**config.mk**
```make
export PLATFORM = sky130hd
export DESIGN_NAME = tensor_core_scheduler_flat
export DESIGN_NICKNAME = d
export VERILOG_FILES = /design/src/rtl/tensor_core_scheduler_if.sv /design/src/rtl/tensor_core_scheduler.sv /design/src/flat_wrapper.sv
export SDC_FILE = /design/constraint.sdc
export NUM_CORES = 1
export LEC_CHECK = 0
export BUFFER_PORTS_ARGS = -buffer_cell sky130_fd_sc_hd__buf_2
export CAP_MARGIN = 30
export CORE_AREA = 2 2 232 234
export CTS_BUF_LIST = sky130_fd_sc_hd__clkbuf_16
export CTS_CLUSTER_SIZE = 12
export DETAILED_ROUTE_END_ITERATION = 6
export DIE_AREA = 0 0 234 236
export PLACE_DENSITY_LB_ADDON = 0.12
export SKIP_LAST_GASP = 1
export SLEW_MARGIN = 20
export SYNTH_ARGS = -nofsm -noshare
export SYNTH_HDL_FRONTEND = slang
export SYNTH_SLANG_ARGS = --single-unit
```
**constraint.sdc**
```tcl
create_clock -name clock_in -period 23 [get_ports clock_in]
set_input_delay 4.6 -clock clock_in [delete_from_list [all_inputs] [get_ports clock_in]]
set_output_delay 4.6 -clock clock_in [all_outputs]
set_load 0.005 [all_outputs]
```
**src/rtl/tensor_core_scheduler_if.sv**
```systemverilog
// Client-side bundle of the tensor core scheduler: job requests in, per-client results out.
// The master modport is the client side; the slave modport is the scheduler.
interface tensor_core_scheduler_if #(
  parameter int NUM_REQUESTERS = 2,
  parameter int DATA_WIDTH     = 8
);

  logic [NUM_REQUESTERS-1:0]                            req_valid;
  logic [NUM_REQUESTERS-1:0]                            req_ready;
  logic [NUM_REQUESTERS-1:0][2:0]                       req_op;
  logic [NUM_REQUESTERS-1:0][2:0][2:0][DATA_WIDTH-1:0]  req_matrix1;
  logic [NUM_REQUESTERS-1:0][2:0][2:0][DATA_WIDTH-1:0]  req_matrix2;
  logic [NUM_REQUESTERS-1:0]                            rsp_valid;
  logic [NUM_REQUESTERS-1:0]                            rsp_ready;
  logic                                                 rsp_error;
  logic [2:0][2:0][DATA_WIDTH-1:0]                      rsp_matrix;
  logic                                                 busy;

  modport master (
    output req_valid, req_op, req_matrix1, req_matrix2, rsp_ready,
    input  req_ready, rsp_valid, rsp_error, rsp_matrix, busy
  );

  modport slave (
    input  req_valid, req_op, req_matrix1, req_matrix2, rsp_ready,
    output req_ready, rsp_valid, rsp_error, rsp_matrix, busy
  );

endinterface

```
**src/rtl/tensor_core_scheduler.sv**
```systemverilog
// Round-robin front end sharing one small_tensor_core between several clients:
// accept a job, launch the core, wait out its latency, return the 3x3 result.
module tensor_core_scheduler #(
  parameter int NUM_REQUESTERS = 2,
  parameter int DATA_WIDTH     = 8,
  parameter int CORE_LATENCY   = 11
) (
  input  logic                             clock_in,
  input  logic                             reset_in,
  tensor_core_scheduler_if.slave           sched,
  output logic                             core_start,
  output logic [2:0]                       core_op_select,
  output logic [2:0][2:0][DATA_WIDTH-1:0]  core_input1,
  output logic [2:0][2:0][DATA_WIDTH-1:0]  core_input2,
  input  logic [2:0][2:0][DATA_WIDTH-1:0]  core_output
);

  localparam int ID_W  = (NUM_REQUESTERS > 1) ? $clog2(NUM_REQUESTERS) : 1;
  localparam int CNT_W = $clog2(CORE_LATENCY);

  localparam logic [1:0] ST_IDLE    = 2'd0;
  localparam logic [1:0] ST_LAUNCH  = 2'd1;
  localparam logic [1:0] ST_RUN     = 2'd2;
  localparam logic [1:0] ST_RESPOND = 2'd3;

  typedef logic [2:0][2:0][DATA_WIDTH-1:0] mat_t;

  function automatic logic op_is_legal(input logic [2:0] op);
    case (op)
      3'b000, 3'b001, 3'b010: op_is_legal = 1'b1;
      default:                op_is_legal = 1'b0;
    endcase
  endfunction

  function automatic logic [NUM_REQUESTERS-1:0] id_onehot(input logic [ID_W-1:0] id);
    id_onehot     = '0;
    id_onehot[id] = 1'b1;
  endfunction

  logic [1:0]                state_r;
  logic [ID_W-1:0]           rr_ptr_r;
  logic [ID_W-1:0]           id_r;
  logic [CNT_W-1:0]          cnt_r;
  logic [2:0]                op_r;
  mat_t                      m1_r;
  mat_t                      m2_r;
  mat_t                      result_r;
  logic                      err_r;
  logic                      core_start_r;
  logic                      busy_r;
  logic [NUM_REQUESTERS-1:0] rsp_valid_r;

  logic                      grant_found_s;
  logic [ID_W-1:0]           grant_id_s;
  logic [ID_W:0]             idx_s;
  logic                      hit_s;
  logic [ID_W-1:0]           next_ptr_s;
  logic                      grant_legal_s;
  logic                      rsp_done_s;
  logic                      run_last_s;

  // Round-robin search: first requester at or after the pointer, wrapping modulo the client count
  always_comb begin
    grant_found_s = 1'b0;
    grant_id_s    = '0;
    idx_s         = '0;
    hit_s         = 1'b0;
    for (int k = 0; k < NUM_REQUESTERS; k++) begin
      idx_s = {1'b0, rr_ptr_r} + (ID_W+1)'(k);
      idx_s = (idx_s >= (ID_W+1)'(NUM_REQUESTERS)) ? idx_s - (ID_W+1)'(NUM_REQUESTERS) : idx_s;
      hit_s = !grant_found_s && sched.req_valid[idx_s[ID_W-1:0]];
      grant_id_s    = hit_s ? idx_s[ID_W-1:0] : grant_id_s;
      grant_found_s = grant_found_s | hit_s;
    end
  end

  assign next_ptr_s    = (grant_id_s == ID_W'(NUM_REQUESTERS - 1)) ? '0 : grant_id_s + ID_W'(1);
  assign grant_legal_s = op_is_legal(sched.req_op[grant_id_s]);
  assign rsp_done_s    = |(sched.rsp_ready & rsp_valid_r);
  assign run_last_s    = (cnt_r == CNT_W'(CORE_LATENCY - 1));

  // One-hot grant, offered only while idle and never during reset
  always_comb begin
    sched.req_ready = '0;
    if ((state_r == ST_IDLE) && !reset_in && grant_found_s) begin
      sched.req_ready = id_onehot(grant_id_s);
    end else begin
      sched.req_ready = '0;
    end
  end

  // Job FSM; operands stay latched so the core inputs hold until the next accept
  always_ff @(posedge clock_in or posedge reset_in) begin
    if (reset_in) begin
      state_r      <= ST_IDLE;
      rr_ptr_r     <= '0;
      id_r         <= '0;
      cnt_r        <= '0;
      op_r         <= 3'b000;
      m1_r         <= '0;
      m2_r         <= '0;
      result_r     <= '0;
      err_r        <= 1'b0;
      core_start_r <= 1'b0;
      busy_r       <= 1'b0;
      rsp_valid_r  <= '0;
    end else begin
      case (state_r)
        ST_IDLE: begin
          if (grant_found_s) begin
            id_r     <= grant_id_s;
            rr_ptr_r <= next_ptr_s;
            op_r     <= sched.req_op[grant_id_s];
            m1_r     <= sched.req_matrix1[grant_id_s];
            m2_r     <= sched.req_matrix2[grant_id_s];
            err_r    <= !grant_legal_s;
            busy_r   <= 1'b1;
            if (grant_legal_s) begin
              core_start_r <= 1'b1;
              state_r      <= ST_LAUNCH;
            end else begin
              // Illegal op bypasses the core entirely and answers with a zero matrix
              result_r    <= '0;
              rsp_valid_r <= id_onehot(grant_id_s);
              state_r     <= ST_RESPOND;
            end
          end
        end
        ST_LAUNCH: begin
          core_start_r <= 1'b0;
          cnt_r        <= '0;
          state_r      <= ST_RUN;
        end
        ST_RUN: begin
          if (run_last_s) begin
            result_r    <= core_output;
            rsp_valid_r <= id_onehot(id_r);
            state_r     <= ST_RESPOND;
          end else begin
            cnt_r <= cnt_r + CNT_W'(1);
          end
        end
        ST_RESPOND: begin
          if (rsp_done_s) begin
            rsp_valid_r <= '0;
            busy_r      <= 1'b0;
            state_r     <= ST_IDLE;
          end
        end
        default: begin
          core_start_r <= 1'b0;
          rsp_valid_r  <= '0;
          busy_r       <= 1'b0;
          state_r      <= ST_IDLE;
        end
      endcase
    end
  end

  assign sched.rsp_valid  = rsp_valid_r;
  assign sched.rsp_error  = err_r;
  assign sched.rsp_matrix = result_r;
  assign sched.busy       = busy_r;
  assign core_start       = core_start_r;
  assign core_op_select   = op_r;
  assign core_input1      = m1_r;
  assign core_input2      = m2_r;

endmodule


```
**src/flat_wrapper.sv**
```systemverilog
// flat-port wrapper written by rule: the top's interface ports become plain ports
module tensor_core_scheduler_flat 
#(
  parameter int NUM_REQUESTERS = 2,
  parameter int DATA_WIDTH     = 8,
  parameter int CORE_LATENCY   = 11
)
  (clock_in, reset_in, core_start, core_op_select, core_input1, core_input2, core_output, sched_req_valid, sched_req_op, sched_req_matrix1, sched_req_matrix2, sched_rsp_ready, sched_req_ready, sched_rsp_valid, sched_rsp_error, sched_rsp_matrix, sched_busy);
  tensor_core_scheduler_if #(.NUM_REQUESTERS(NUM_REQUESTERS), .DATA_WIDTH(DATA_WIDTH)) sched_i ();
  input  logic clock_in;
  input  logic reset_in;
  output logic core_start;
  output logic [2:0] core_op_select;
  output logic [2:0][2:0][DATA_WIDTH-1:0] core_input1;
  output logic [2:0][2:0][DATA_WIDTH-1:0] core_input2;
  input  logic [2:0][2:0][DATA_WIDTH-1:0] core_output;
  input wire logic [$bits(sched_i.req_valid)-1:0] sched_req_valid;
  input wire logic [$bits(sched_i.req_op)-1:0] sched_req_op;
  input wire logic [$bits(sched_i.req_matrix1)-1:0] sched_req_matrix1;
  input wire logic [$bits(sched_i.req_matrix2)-1:0] sched_req_matrix2;
  input wire logic [$bits(sched_i.rsp_ready)-1:0] sched_rsp_ready;
  output wire logic [$bits(sched_i.req_ready)-1:0] sched_req_ready;
  output wire logic [$bits(sched_i.rsp_valid)-1:0] sched_rsp_valid;
  output wire logic [$bits(sched_i.rsp_error)-1:0] sched_rsp_error;
  output wire logic [$bits(sched_i.rsp_matrix)-1:0] sched_rsp_matrix;
  output wire logic [$bits(sched_i.busy)-1:0] sched_busy;
  assign sched_i.req_valid = sched_req_valid;
  assign sched_i.req_op = sched_req_op;
  assign sched_i.req_matrix1 = sched_req_matrix1;
  assign sched_i.req_matrix2 = sched_req_matrix2;
  assign sched_i.rsp_ready = sched_rsp_ready;
  assign sched_req_ready = sched_i.req_ready;
  assign sched_rsp_valid = sched_i.rsp_valid;
  assign sched_rsp_error = sched_i.rsp_error;
  assign sched_rsp_matrix = sched_i.rsp_matrix;
  assign sched_busy = sched_i.busy;
  tensor_core_scheduler #(.NUM_REQUESTERS(NUM_REQUESTERS), .DATA_WIDTH(DATA_WIDTH), .CORE_LATENCY(CORE_LATENCY)) u_core (.clock_in(clock_in), .reset_in(reset_in), .sched(sched_i), .core_start(core_start), .core_op_select(core_op_select), .core_input1(core_input1), .core_input2(core_input2), .core_output(core_output));
endmodule
```
==> results.tsv <==
stage	metric	value	unit
logic_synthesis	fraction of the yosys area taken by sequential cells	0.623	
logic_synthesis	Compound-Gate Fraction of Synth Area	0.244	
worst_setup_path	dominant cell type by count on the critical path	sky130_fd_sc_hd__buf_2	
sta	Post-Route Setup TNS	0	ns
logic_synthesis	top cell types by occurrence after synthesis	sky130_fd_sc_hd__dfrtp_1, sky130_fd_sc_hd__inv_1, sky130_fd_sc_hd__a222oi_1	
grt	global-route wire length before repair	58.3	mm
cells_and_area	fillcell total	5717	
floorplan	Boundary Pins	598	
min_path	Hold/Removal Path Class	flop to flop	
sta	relative slew slack	0.367	
logic_synthesis	post-synthesis instance area	0.00932	mm^2
logic_synthesis	Synth Warn #	0	
drt	Iteration-0 DRC Markers	814	
clock_tree	maximum number of buffers from clock root to sink	3	
worst_setup_path	delay contributed by the slowest stage of the critical path	0.72	ns
sta	period utilization	0.455	
sta	Hold Slack	0.488	ns
job	max cap viols	0	
pwr	Net Sw Frac	0.358	
logic_synthesis	top flip-flop cell by instance count after synthesis	sky130_fd_sc_hd__dfrtp_1	
run_status	failing checks	design-rule violations	
sta	unrepaired setup endpoints after global routing	false	
clock_tree	total clock sinks	232	
sta	Post-Route Skew	0.0115	ns
logic_synthesis	most frequent cell after synthesis	sky130_fd_sc_hd__dfrtp_1	
drt	ANT nets after route	0	
grt	total grt overflow	0	
worst_setup_path	number of buffer and inverter stages on the critical path	3	
drt	via-per-instance ratio	4.34	
logic_synthesis	Gate Count Post-Synth	753	
logic_synthesis	area share of xor/xnor cells in the synthesized design	0.00188	
grt	met1 track demand over resource in global routing	0.163	
sta	post-route minimum period	10.47	ns
logic_synthesis	post-synthesis share of cell area spent on and, or, nand and nor gates	0.0252	
floorplan	initial core utilization	0.176	
grt	M3 GR Usage	0.0409	
sta	Pins Over Slew Limit	0	
logic_synthesis	most area-consuming cells after synthesis	sky130_fd_sc_hd__dfrtp_1, sky130_fd_sc_hd__a222oi_1, sky130_fd_sc_hd__a22o_1	
logic_synthesis	number of distinct standard cells referenced by the synthesized netlist	39	
grt	busiest layer in global routing	met2	
worst_setup_path	cell at the slowest stage of the critical path	sky130_fd_sc_hd__buf_4	
place	placer congestion estimate	0.766	
logic_synthesis	flops & latches, synth	232	
floorplan	Die H	236	um
cells_and_area	final design utilization	0.262	
pwr	share of total power in sequential cells	0.373	
sta	fmax	95.5	MHz
sta	Fin. Hold Viols	0	
pwr	worst vdd ir	46.5	uV
logic_synthesis	syn nets	1131	
logic_synthesis	async set or reset register ratio after synthesis	1.00	
worst_setup_path	data required time at the worst endpoint	18.40	ns
grt	largest net degree at the start of global routing	115	
cells_and_area	fraction of final layout cells sized beyond drive strength 1	0.490	
cells_and_area	Final #Nets	1703	
logic_synthesis	syn avg cell area	12.4	um^2
logic_synthesis	post-synthesis adder-cell area fraction	0.00806	
grt	number of antenna violations at the first check in global routing	16	
pwr	Internal Dissipation	1.09	mW
pwr	total leakage power	7.80	nW
worst_setup_path	cells traversed along the worst timing path	buf_2 -> o21ai_4 -> buf_4 -> nor3_1 -> buf_2	
worst_setup_path	Worst path top cell family by delay	buffers and inverters	
cells_and_area	Layout Area Growth over Synthesis	49.3	%
clock_tree	cts bufs inserted	28	
clock_tree	total setup buffers inserted after CTS	0	
pwr	Logic pwr share	0.364	
drt	via count	8871	
grt	overall fraction of global-route tracks in use	0.138	
place	HPWL Detailed	29.2	mm
worst_setup_path	top fanout value on the critical path	73	
run_status	status	finished, violations left	
grt	met2 usage	0.244	
floorplan	Std-Cell Core Area	0.0531	mm^2
worst_setup_path	type of the worst setup path	input port to output port	
drt	drt wl/cell	19.6	um
worst_setup_path	crit path DAT	5.87	ns
place	number of buffer cells added on primary ports	597	
pwr	proportion of power drawn by the clock network	0.263	
clock_tree	clock tree from TritonCTS	done	
logic_synthesis	main combinational cell family by area after synthesis	compound AO/OA/AOI/OAI gates	
floorplan	Die Span X	234	um
sta	measured slew at the worst slew-check pin	0.949	ns
floorplan	area of the die	0.0552	mm^2
pwr	Sw Pwr	0.610	mW
drt	Total Routed Length	40.0	mm
logic_synthesis	post-synthesis cell type with the largest combined area	sky130_fd_sc_hd__dfrtp_1	
clock_tree	Root Buffer Master	sky130_fd_sc_hd__clkbuf_16	
worst_setup_path	sort of element at the end of the critical path	output port	
logic_synthesis	portion of synthesized cell area occupied by the leading cell type	0.623	
logic_synthesis	number of enable-type register cells in the synthesized netlist	0	
clock_tree	CTS clk-pin slew, worst paths	0.06	ns
clock_tree	cts-stage hold buffer count	0	
clock_tree	Post-CTS Resized	0	
logic_synthesis	multiplexer share of the synthesized area	0.00228	
worst_setup_path	Critical Path Source Type	input port	
sta	number of setup violations in the final report	0	
floorplan	site row count	85	
pwr	PwrDens	122	mW/mm^2
grt	number of global-route vias before repair	9088	
clock_tree	clock latency on the worst-skew pair	0.55	ns
drt	Residual DRC	5	
drt	Pre-Repair DR Iteration Count	7	
clock_tree	number of levels in the clock H-tree	1	
==> worst register-to-register path: cells and delay by family (launching register included) <==
kind	cells	cell delay [ns]
AOI/OAI and AO/OA	2	0.36
adders and majority gates	1	0.51
buffers and inverters	5	2.04
DFF	1	0.42
and+or+nand+nor	1	0.57
==> area by class of cell <==
class | count | area (um^2) | area share
flip-flops and latches | 232 | 5810 | 0.417
repair buffers | 608 | 3080 | 0.222
multi-input cells | 305 | 2650 | 0.191
well taps | 696 | 871 | 0.0626
clock buffers | 29 | 726 | 0.0522
inverters | 150 | 571 | 0.0410
clock inverters | 21 | 198 | 0.0142
diodes | 3 | 7.51 | 0.000540
==> flip-flops by register name, summed over array words and instances (netlist names) <==
register and count:
u_core.cnt_r 4, u_core.sched.rsp_valid 2, u_core.core_input1 72, u_core.core_input2 72
u_core.rr_ptr_r 1, u_core.sched.rsp_error 1, u_core.core_start 1, u_core.sched.rsp_matrix 72
u_core.id_r 1, u_core.state_r 2, u_core.core_op_select 3, u_core.sched.busy 1
==> stage by stage <==
step | total power [mW] | std cells | setup slack, ns | instance area, um^2
6_report | 1.70 | 2044 | 12.53 | 13900
5_1_grt | 1.83 | 2044 | 12.39 | 13900
4_1_cts | 1.74 | 2040 | 12.46 | 13900
3_5_place_dp | 1.28 | 1990 | 12.46 | 13000
3_3_place_gp | 1.28 | 1990 | 12.48 | 13000
2_1_floorplan | 0.972 | 753 | 12.04 | 9320
==> final timing paths <==
path / depth (start not counted) / start / slack (ns) / endpoint
max in group asynchronous: 5 / reset_in / 16.76 / u_core.core_input2[20]$_DFFE_PP0P_
min reg2reg: 2 / u_core.sched.rsp_error$_DFFE_PP0P_ / 0.49 / u_core.sched.rsp_error$_DFFE_PP0P_
max reg2reg: 9 / u_core.state_r[0]$_DFFE_PP0P_ / 19.05 / u_core.core_input2[59]$_DFFE_PP0P_
max: 5 / sched_req_valid[1] / 12.53 / sched_req_ready[1]
min: 2 / u_core.sched.rsp_error$_DFFE_PP0P_ / 0.49 / u_core.sched.rsp_error$_DFFE_PP0P_
min in group asynchronous: 2 / reset_in / 4.17 / u_core.core_op_select[0]$_DFFE_PP0P_
==> layer usage <==
metal	up-vias	part of all wire
met5	-	0.0024
li1	4016	-
met2	457	0.50
met1	4316	0.38
met3	66	0.097
met4	16	0.017
==> cells by family (layout without fill, tap and decap cells) <==
kind of cell               count (synthesis)  in the layout
AOI/OAI and AO/OA                        244            244
DFF                                      232            232
other                                      0              3
buffers and inverters                    216            808
xor gates and xnor gates                   2              2
and+or+nand+nor                           51             51
muxes                                      2              2
adders and majority gates                  6              6
==> power groups by stage <==
stage | clock network [mW] | logic, mW | registers [mW]
3_5_place_dp | 0 | 0.640 | 0.635
6_report | 0.449 | 0.620 | 0.634
2_1_floorplan | 0 | 0.338 | 0.634
3_3_place_gp | 0 | 0.637 | 0.642
4_1_cts | 0.469 | 0.637 | 0.635
5_1_grt | 0.488 | 0.696 | 0.651
==> layout by cell type, fill, tap and decap left out, drive strengths merged, types with 2 or more instances in the layout <==
cell      synthesis  final
buf              29    608
dfrtp           232    232
inv             150    155
a222oi          144    144
a22o             73     73
clkbuf           37     29
nand2            24     24
nor2             10     10
o21ai            10     10
clkinv            0     10
ha                6      6
nand3             6      6
a21oi             4      4
bufinv            0      4
diode             0      3
nor3              3      3
a31oi             3      3
nand2b            3      3
clkinvlp          0      2
and2              2      2
(Power assumes the default switching activity.)
